$ cat src/rtl/uart_pkg.sv
// rtl/uart_pkg.sv - shared types and helpers for the parametrised UART receiver
// Purpose: FSM state enum, ceiling-log2 helper for counter widths, default baud divisor.
// Ports: none (package).
package uart_pkg;

  localparam int DEFAULT_CLK_DIV = 56;

  typedef enum logic [2:0] {
    IDLE,
    START,
    DATA,
    PARITY,
    STOP,
    DONE
  } state_t;

  // Smallest r with 2**r >= value; evaluated at elaboration only.
  function automatic int clog2(input int value);
    int r;
    r = 0;
    for (int i = 0; i < 31; i++) begin
      if ((1 << i) < value) r = i + 1;
    end
    return r;
  endfunction

endpackage

$ cat src/rtl/uart_rx_sync.sv
// rtl/uart_rx_sync.sv - two-flop synchroniser plus falling-edge detector for the rx line
// Purpose: bring the asynchronous serial line into the sclk domain and flag its falling edges.
// Ports:
//   sclk   in   system clock
//   s_rst  in   asynchronous reset, active-high; presets all flops to 1 (idle line)
//   i_rx   in   raw serial line
//   o_cur  out  synchronised line level
//   o_fall out  one-cycle pulse on a synchronised high-to-low transition
module uart_rx_sync (
  input  logic sclk,
  input  logic s_rst,
  input  logic i_rx,
  output logic o_cur,
  output logic o_fall
);

  logic r_meta;
  logic r_sync;
  logic r_prev;

  // Preset high so that reset release on an idle line never looks like a start edge.
  always_ff @(posedge sclk or posedge s_rst) begin
    if (s_rst) begin
      r_meta <= 1'b1;
      r_sync <= 1'b1;
      r_prev <= 1'b1;
    end else begin
      r_meta <= i_rx;
      r_sync <= r_meta;
      r_prev <= r_sync;
    end
  end

  assign o_cur  = r_sync;
  assign o_fall = r_prev & ~r_sync;

endmodule

$ cat src/rtl/uart_rx_param.sv
// rtl/uart_rx_param.sv - parametrised UART receiver with 3-sample majority vote
// Purpose: receive LSB-first frames (start, DATA_W data, optional parity, STOP_BITS stop)
//   and present each word with a one-cycle po_flag strobe plus framing/parity status.
// Optional feature: define UART_RX_PARITY_EN to expect and check a parity bit after the data.
// Ports:
//   sclk        in   system clock
//   s_rst       in   asynchronous reset, active-high
//   rs232_rx    in   serial line, idle high, asynchronous to sclk
//   rx_data     out  last received word, held until the next po_flag
//   po_flag     out  one-cycle strobe: rx_data/frame_err/parity_err valid
//   frame_err   out  a stop bit was voted low
//   parity_err  out  parity mismatch (always 0 without UART_RX_PARITY_EN)
//   rx_busy     out  high from start-bit detect until frame end or false-start abort
module uart_rx_param
  import uart_pkg::*;
#(
  parameter int CLK_DIV    = DEFAULT_CLK_DIV,
  parameter int DATA_W     = 8,
  parameter int STOP_BITS  = 1,
  parameter int PARITY_ODD = 0
) (
  input  logic              sclk,
  input  logic              s_rst,
  input  logic              rs232_rx,
  output logic [DATA_W-1:0] rx_data,
  output logic              po_flag,
  output logic              frame_err,
  output logic              parity_err,
  output logic              rx_busy
);

  localparam int CNT_W = clog2(CLK_DIV);
  localparam int IDX_W = clog2(DATA_W + 1);
  localparam int MID   = CLK_DIV / 2;

  localparam logic [CNT_W-1:0] C_SMP0 = CNT_W'(MID - 1);
  localparam logic [CNT_W-1:0] C_SMP1 = CNT_W'(MID);
  localparam logic [CNT_W-1:0] C_DEC  = CNT_W'(MID + 1);
  localparam logic [CNT_W-1:0] C_LAST = CNT_W'(CLK_DIV - 1);
  localparam logic [IDX_W-1:0] DATA_LAST = IDX_W'(DATA_W - 1);
  localparam logic [IDX_W-1:0] STOP_LAST = IDX_W'(STOP_BITS - 1);

  logic              w_cur;
  logic              w_fall;
  logic              w_vote;
  logic              w_dec;
  logic              w_end;
  logic              w_busy;
  logic              w_parity_err;
  state_t            r_state;
  state_t            w_next;
  logic [CNT_W-1:0]  r_cnt;
  logic [IDX_W-1:0]  r_idx;
  logic              r_smp0;
  logic              r_smp1;
  logic [DATA_W-1:0] r_shift;
  logic              r_ferr;
  logic [DATA_W-1:0] r_rx_data;
  logic              r_po_flag;
  logic              r_frame_err;
  logic              r_parity_err;

  uart_rx_sync u_sync (
    .sclk   (sclk),
    .s_rst  (s_rst),
    .i_rx   (rs232_rx),
    .o_cur  (w_cur),
    .o_fall (w_fall)
  );

  // Third sample is the live line at the decision cycle, so no extra register is needed.
  assign w_vote = (r_smp0 & r_smp1) | (r_smp0 & w_cur) | (r_smp1 & w_cur);
  assign w_dec  = (r_cnt == C_DEC);
  assign w_end  = (r_cnt == C_LAST);

`ifdef UART_RX_PARITY_EN
  logic r_pbit;
  assign w_parity_err = ((^r_shift) ^ r_pbit) != 1'(PARITY_ODD);
`else
  assign w_parity_err = 1'b0;
`endif

  always_ff @(posedge sclk or posedge s_rst) begin
    if (s_rst) r_state <= IDLE;
    else       r_state <= w_next;
  end

  always_comb begin
    w_next = r_state;
    w_busy = 1'b0;
    case (r_state)
      IDLE: begin
        if (w_fall) w_next = START;
      end
      START: begin
        w_busy = 1'b1;
        if (w_dec && w_vote) w_next = IDLE;  // false start: line back high by mid-bit
        else if (w_end)      w_next = DATA;
      end
      DATA: begin
        w_busy = 1'b1;
`ifdef UART_RX_PARITY_EN
        if (w_end && (r_idx == DATA_LAST)) w_next = PARITY;
`else
        if (w_end && (r_idx == DATA_LAST)) w_next = STOP;
`endif
      end
`ifdef UART_RX_PARITY_EN
      PARITY: begin
        w_busy = 1'b1;
        if (w_end) w_next = STOP;
      end
`endif
      STOP: begin
        w_busy = 1'b1;
        // Leave at mid-bit of the last stop bit so a following start edge is not missed.
        if (w_dec && (r_idx == STOP_LAST)) w_next = DONE;
      end
      DONE: begin
        w_next = IDLE;
      end
      default: begin
        w_next = IDLE;
      end
    endcase
  end

  always_ff @(posedge sclk or posedge s_rst) begin
    if (s_rst) begin
      r_cnt        <= '0;
      r_idx        <= '0;
      r_smp0       <= 1'b1;
      r_smp1       <= 1'b1;
      r_shift      <= '0;
      r_ferr       <= 1'b0;
      r_rx_data    <= '0;
      r_po_flag    <= 1'b0;
      r_frame_err  <= 1'b0;
      r_parity_err <= 1'b0;
`ifdef UART_RX_PARITY_EN
      r_pbit       <= 1'b0;
`endif
    end else begin
      r_po_flag <= 1'b0;
      if (r_state == IDLE) begin
        r_cnt  <= '0;
        r_idx  <= '0;
        r_ferr <= 1'b0;
      end else if (r_state == DONE) begin
        r_rx_data    <= r_shift;
        r_po_flag    <= 1'b1;
        r_frame_err  <= r_ferr;
        r_parity_err <= w_parity_err;
      end else begin
        r_cnt <= w_end ? '0 : r_cnt + 1'b1;
        if (r_cnt == C_SMP0) r_smp0 <= w_cur;
        if (r_cnt == C_SMP1) r_smp1 <= w_cur;
        if (w_dec) begin
          if (r_state == DATA) r_shift <= {w_vote, r_shift[DATA_W-1:1]};
          if ((r_state == STOP) && !w_vote) r_ferr <= 1'b1;
`ifdef UART_RX_PARITY_EN
          if (r_state == PARITY) r_pbit <= w_vote;
`endif
        end
        if (w_end) begin
          if (r_state == DATA) r_idx <= (r_idx == DATA_LAST) ? '0 : r_idx + 1'b1;
          if (r_state == STOP) r_idx <= r_idx + 1'b1;
        end
      end
    end
  end

  assign rx_data    = r_rx_data;
  assign po_flag    = r_po_flag;
  assign frame_err  = r_frame_err;
  assign parity_err = r_parity_err;
  assign rx_busy    = w_busy;

endmodule

$ cat config.mk
export PLATFORM = sky130hd
export DESIGN_NAME = uart_rx_param
export DESIGN_NICKNAME = d
export VERILOG_FILES = /design/src/rtl/uart_pkg.sv /design/src/rtl/uart_rx_sync.sv /design/src/rtl/uart_rx_param.sv
export SDC_FILE = /design/constraint.sdc
export NUM_CORES = 1
export LEC_CHECK = 0
export ABC_AREA = 0
export BUFFER_PORTS_ARGS = -buffer_cell sky130_fd_sc_hd__buf_4
export CAP_MARGIN = 10
export CORE_MARGIN = 3
export CORE_UTILIZATION = 40
export CTS_BUF_LIST = sky130_fd_sc_hd__clkbuf_4
export DETAILED_ROUTE_END_ITERATION = 10
export GPL_TIMING_DRIVEN = 1
export PLACE_DENSITY = 0.54
export SLEW_MARGIN = 20
export SYNTH_ARGS = -nofsm -noshare
export SYNTH_HDL_FRONTEND = slang
export SYNTH_SLANG_ARGS = --single-unit
$ cat constraint.sdc
create_clock -name sclk -period 1.9 [get_ports sclk]
set_input_delay 0.19 -clock sclk [delete_from_list [all_inputs] [get_ports sclk]]
set_output_delay 0.19 -clock sclk [all_outputs]
set_load 0.005 [all_outputs]
==> results.cfg <==
[routing]
drc = 0
viasPerCell = 5.542
post_drt_wl_per_cell_um = 16.15
drtPass1Iterations = 4
final_antenna_net_count = 0
wirelength_um = 3843
vias = 1319
drt_iter0_markers = 66

[setup_path]
worst-r2r-cell-count = 5
critPathLaunchType = flop
r2r-end = r_state[2]
crit_cells = 5
slowest_stage = or4_1
critPathBufInv = 0
critical_path_class = reg2reg
crit_path_max_incr_delay_ns = 0.49
path_cells = ha_2 -> and4b_2 -> nand2_2 -> or4_1 -> a21oi_1
worstSetupEndpointType = flop
crit_required_ns = 2.17
r2r-start = r_cnt[1]
worstPathArrival_ns = 2.06
ff2ff_setup_slack_ns = 0.12
critPathMaxFanout = 9
setup.worst_path.start = r_cnt[1]
cp_top_family = simple AND/OR/NAND/NOR gates

[sta]
fin_crit_sh_pct = 93.71
setup_violations = 0
slew_violations = 0
rsz0062_at_grt = no
hold_viol = 0
maxClockFrequency_ghz = 0.5617
period_needed_ns = 1.780
setup_tns_ns = 0
fin_worst_skew_ns = 0.01625
worst_slack_ns = 0.1195
whs_ns = 0.3687

[synth]
ys_seq_elements = 37
async_flop_share_pct = 100.0
synth-seq-area-share_pct = 50.20
yosysWarnings = 0
avgSynthCellArea_um2 = 11.46
synthFlopType = dfrtp_1
ys_types = 46
synthCells = 162
synth-edff-count = 0
synth_fp_nets = 170
synth_area_um2 = 1857

[power]
vdd_drop_max_uv = 548.2
power_density_nw_per_um2 = 838.1
p_total_uw = 1784
power.leakage_uw = 0.001007

[global_routing]
grt_pass1_vias = 1275
antenna_found_initial = 0
grt_pass1_wl_um = 6541
overflow = 0
grt_max_degree = 38
gr-usage-all-layers_pct = 15.88

[cts]
clock_latency_ns = 0.36
path_clk_slew_ns = 0.12
cts_root_buf = clkbuf_4
cts_tree = done
clockBufferDepth = 2
htree_levels = 2
cts_sinks = 37
cts_made_buffers = 5

[die]
die_y_um = 74.13
start_util_pct = 42.06
io_pins = 15
die_w_um = 74.13
placementRows = 24
core_area_um2 = 4414
die-area_um2 = 5495

[finish]
drive_above_1_share_pct = 34.41
syn2layout_area_growth_pct = 14.62
nets = 194
n_antenna_cell = 0

[worst_hold_path]
holdPathStages = 0
min_from = u_sync.r_meta
min_path_type = reg2reg
min_to = u_sync.o_cur

[placed_design]
hpwlAfterDp_um = 2727
place.gp.congestion = 0.8015
port_buffers = 13
place_ws_ns = 0.09025

[job]
drv_cap = 0

[outcome]
status = finished, final reports clean
==> report_power, final <==
part	leakage, uW	internal (uW)	switching (uW)	total [uW]
Combinational	0.000490	187	212	398
Sequential	0.000488	885	94.9	980
Clock	0.0000292	149	257	405
Total	0.00101	1220	563	1780
==> worst max-delay path by stage <==
stage	end	slack, ns
after floorplan	r_idx[0]	0.23
after global placement	r_idx[0]	0.17
after detailed placement	r_idx[0]	0.09
after CTS	r_idx[0]	0.09
after global routing	r_idx[0]	0.02
final	r_state[2]	0.12
==> sequential cells by signal, indices dropped and copies added, names as in the netlist <==
register and count:
r_state 3, u_sync.r_prev 1, po_flag 1, u_sync.r_meta 1, r_ferr 1, r_idx 4, u_sync.o_cur 1, r_smp1 1
r_smp0 1, r_cnt 6, rx_data 8, r_shift 8, frame_err 1
==> cells in the mapped netlist (2+ instances only) <==
cell type | number | area [um^2]
clkbuf_1 | 4 | 15.01
nor2_1 | 10 | 37.54
nor3_1 | 3 | 15.01
maj3_1 | 3 | 30.03
nand3_1 | 2 | 10.01
o2111ai_1 | 2 | 17.52
mux2_4 | 8 | 120.1
nand2b_1 | 3 | 18.77
a21oi_1 | 10 | 50.05
nand2_1 | 5 | 18.77
inv_1 | 11 | 41.29
o22ai_1 | 3 | 18.77
o2bb2ai_1 | 2 | 17.52
a41oi_1 | 2 | 17.52
nand2_2 | 2 | 12.51
buf_4 | 2 | 15.01
ha_1 | 5 | 62.56
dfstp_2 | 5 | 131.4
buf_6 | 2 | 22.52
o21ai_0 | 5 | 25.02
and3b_1 | 2 | 17.52
mux2_2 | 12 | 135.1
a31oi_1 | 4 | 25.02
dfrtp_1 | 32 | 800.8
nor2b_1 | 2 | 12.51
==> kinds of logic after synthesis <==
group	after synthesis	share of synthesized area [%]
simple gates	38	11.73
compound gates	37	13.34
other cells	1	0.2020
flops	37	50.20
fa+ha+maj	8	4.987
buf+inv	20	5.323
mux	20	13.75
xor+xnor	1	0.4718
==> repair_timing <==
item	CTS	global route
endpoints found under the hold margin	33	0
endpoints found under the setup margin	0	2
gates resized for setup	0	1
hold buffers	2	0
setup buffers	0	1
==> metal layers <==
metal / vias to the layer above / routed length [um] / part of all wire, % / global-route usage, %
li1: 626 / - / - / -
met1: 655 / 1817 / 47 / 21.08
met2: 30 / 1780 / 46 / 24.41
met3: 8 / 167 / 4.3 / 4.054
met4: 0 / 78 / 2.0 / 7.243
met5: - / 0 / 0 / 0
==> stage by stage <==
| stage | std cells | instance area [um^2] | util (%) |
|---|---|---|---|
| floorplan | 162 | 1857 | - |
| global placement | 228 | 2049 | 46.43 |
| detailed placement | 228 | 2049 | 46.43 |
| CTS | 237 | 2118 | 47.99 |
| global route | 238 | 2128 | 48.21 |
| finish | 238 | 2128 | 48.21 |
==> cell type report <==
class | instances | area (um^2)
Fill cell | 418 | 2286
Sequential cell | 37 | 932.1
Multi-Input combinational cell | 105 | 828.3
Timing Repair Buffer | 26 | 212.7
Tap cell | 52 | 65.06
Clock buffer | 6 | 45.04
Inverter | 11 | 41.29
Clock inverter | 1 | 3.754
==> placed cells by master (no fill, tap or decap), types with 2 or more instances in the layout <==
cell type | Yosys | final
a21oi_1 | 10 | 10
dfstp_2 | 5 | 5
dfrtp_1 | 32 | 32
nand2b_1 | 3 | 3
o21ai_0 | 5 | 5
o22ai_1 | 3 | 3
a41oi_1 | 2 | 2
inv_1 | 11 | 11
buf_4 | 2 | 23
nor3_1 | 3 | 3
nor2b_1 | 2 | 2
o2bb2ai_1 | 2 | 2
nand2_2 | 2 | 2
nand2_1 | 5 | 5
dlygate4sd3_1 | 0 | 2
a31oi_1 | 4 | 4
and3b_1 | 2 | 2
mux2_2 | 12 | 12
ha_1 | 5 | 4
nor2_1 | 10 | 10
mux2_4 | 8 | 8
maj3_1 | 3 | 3
nand3_1 | 2 | 2
clkbuf_4 | 0 | 6
o2111ai_1 | 2 | 2
Note: power is estimated with default switching activity, not from simulation.
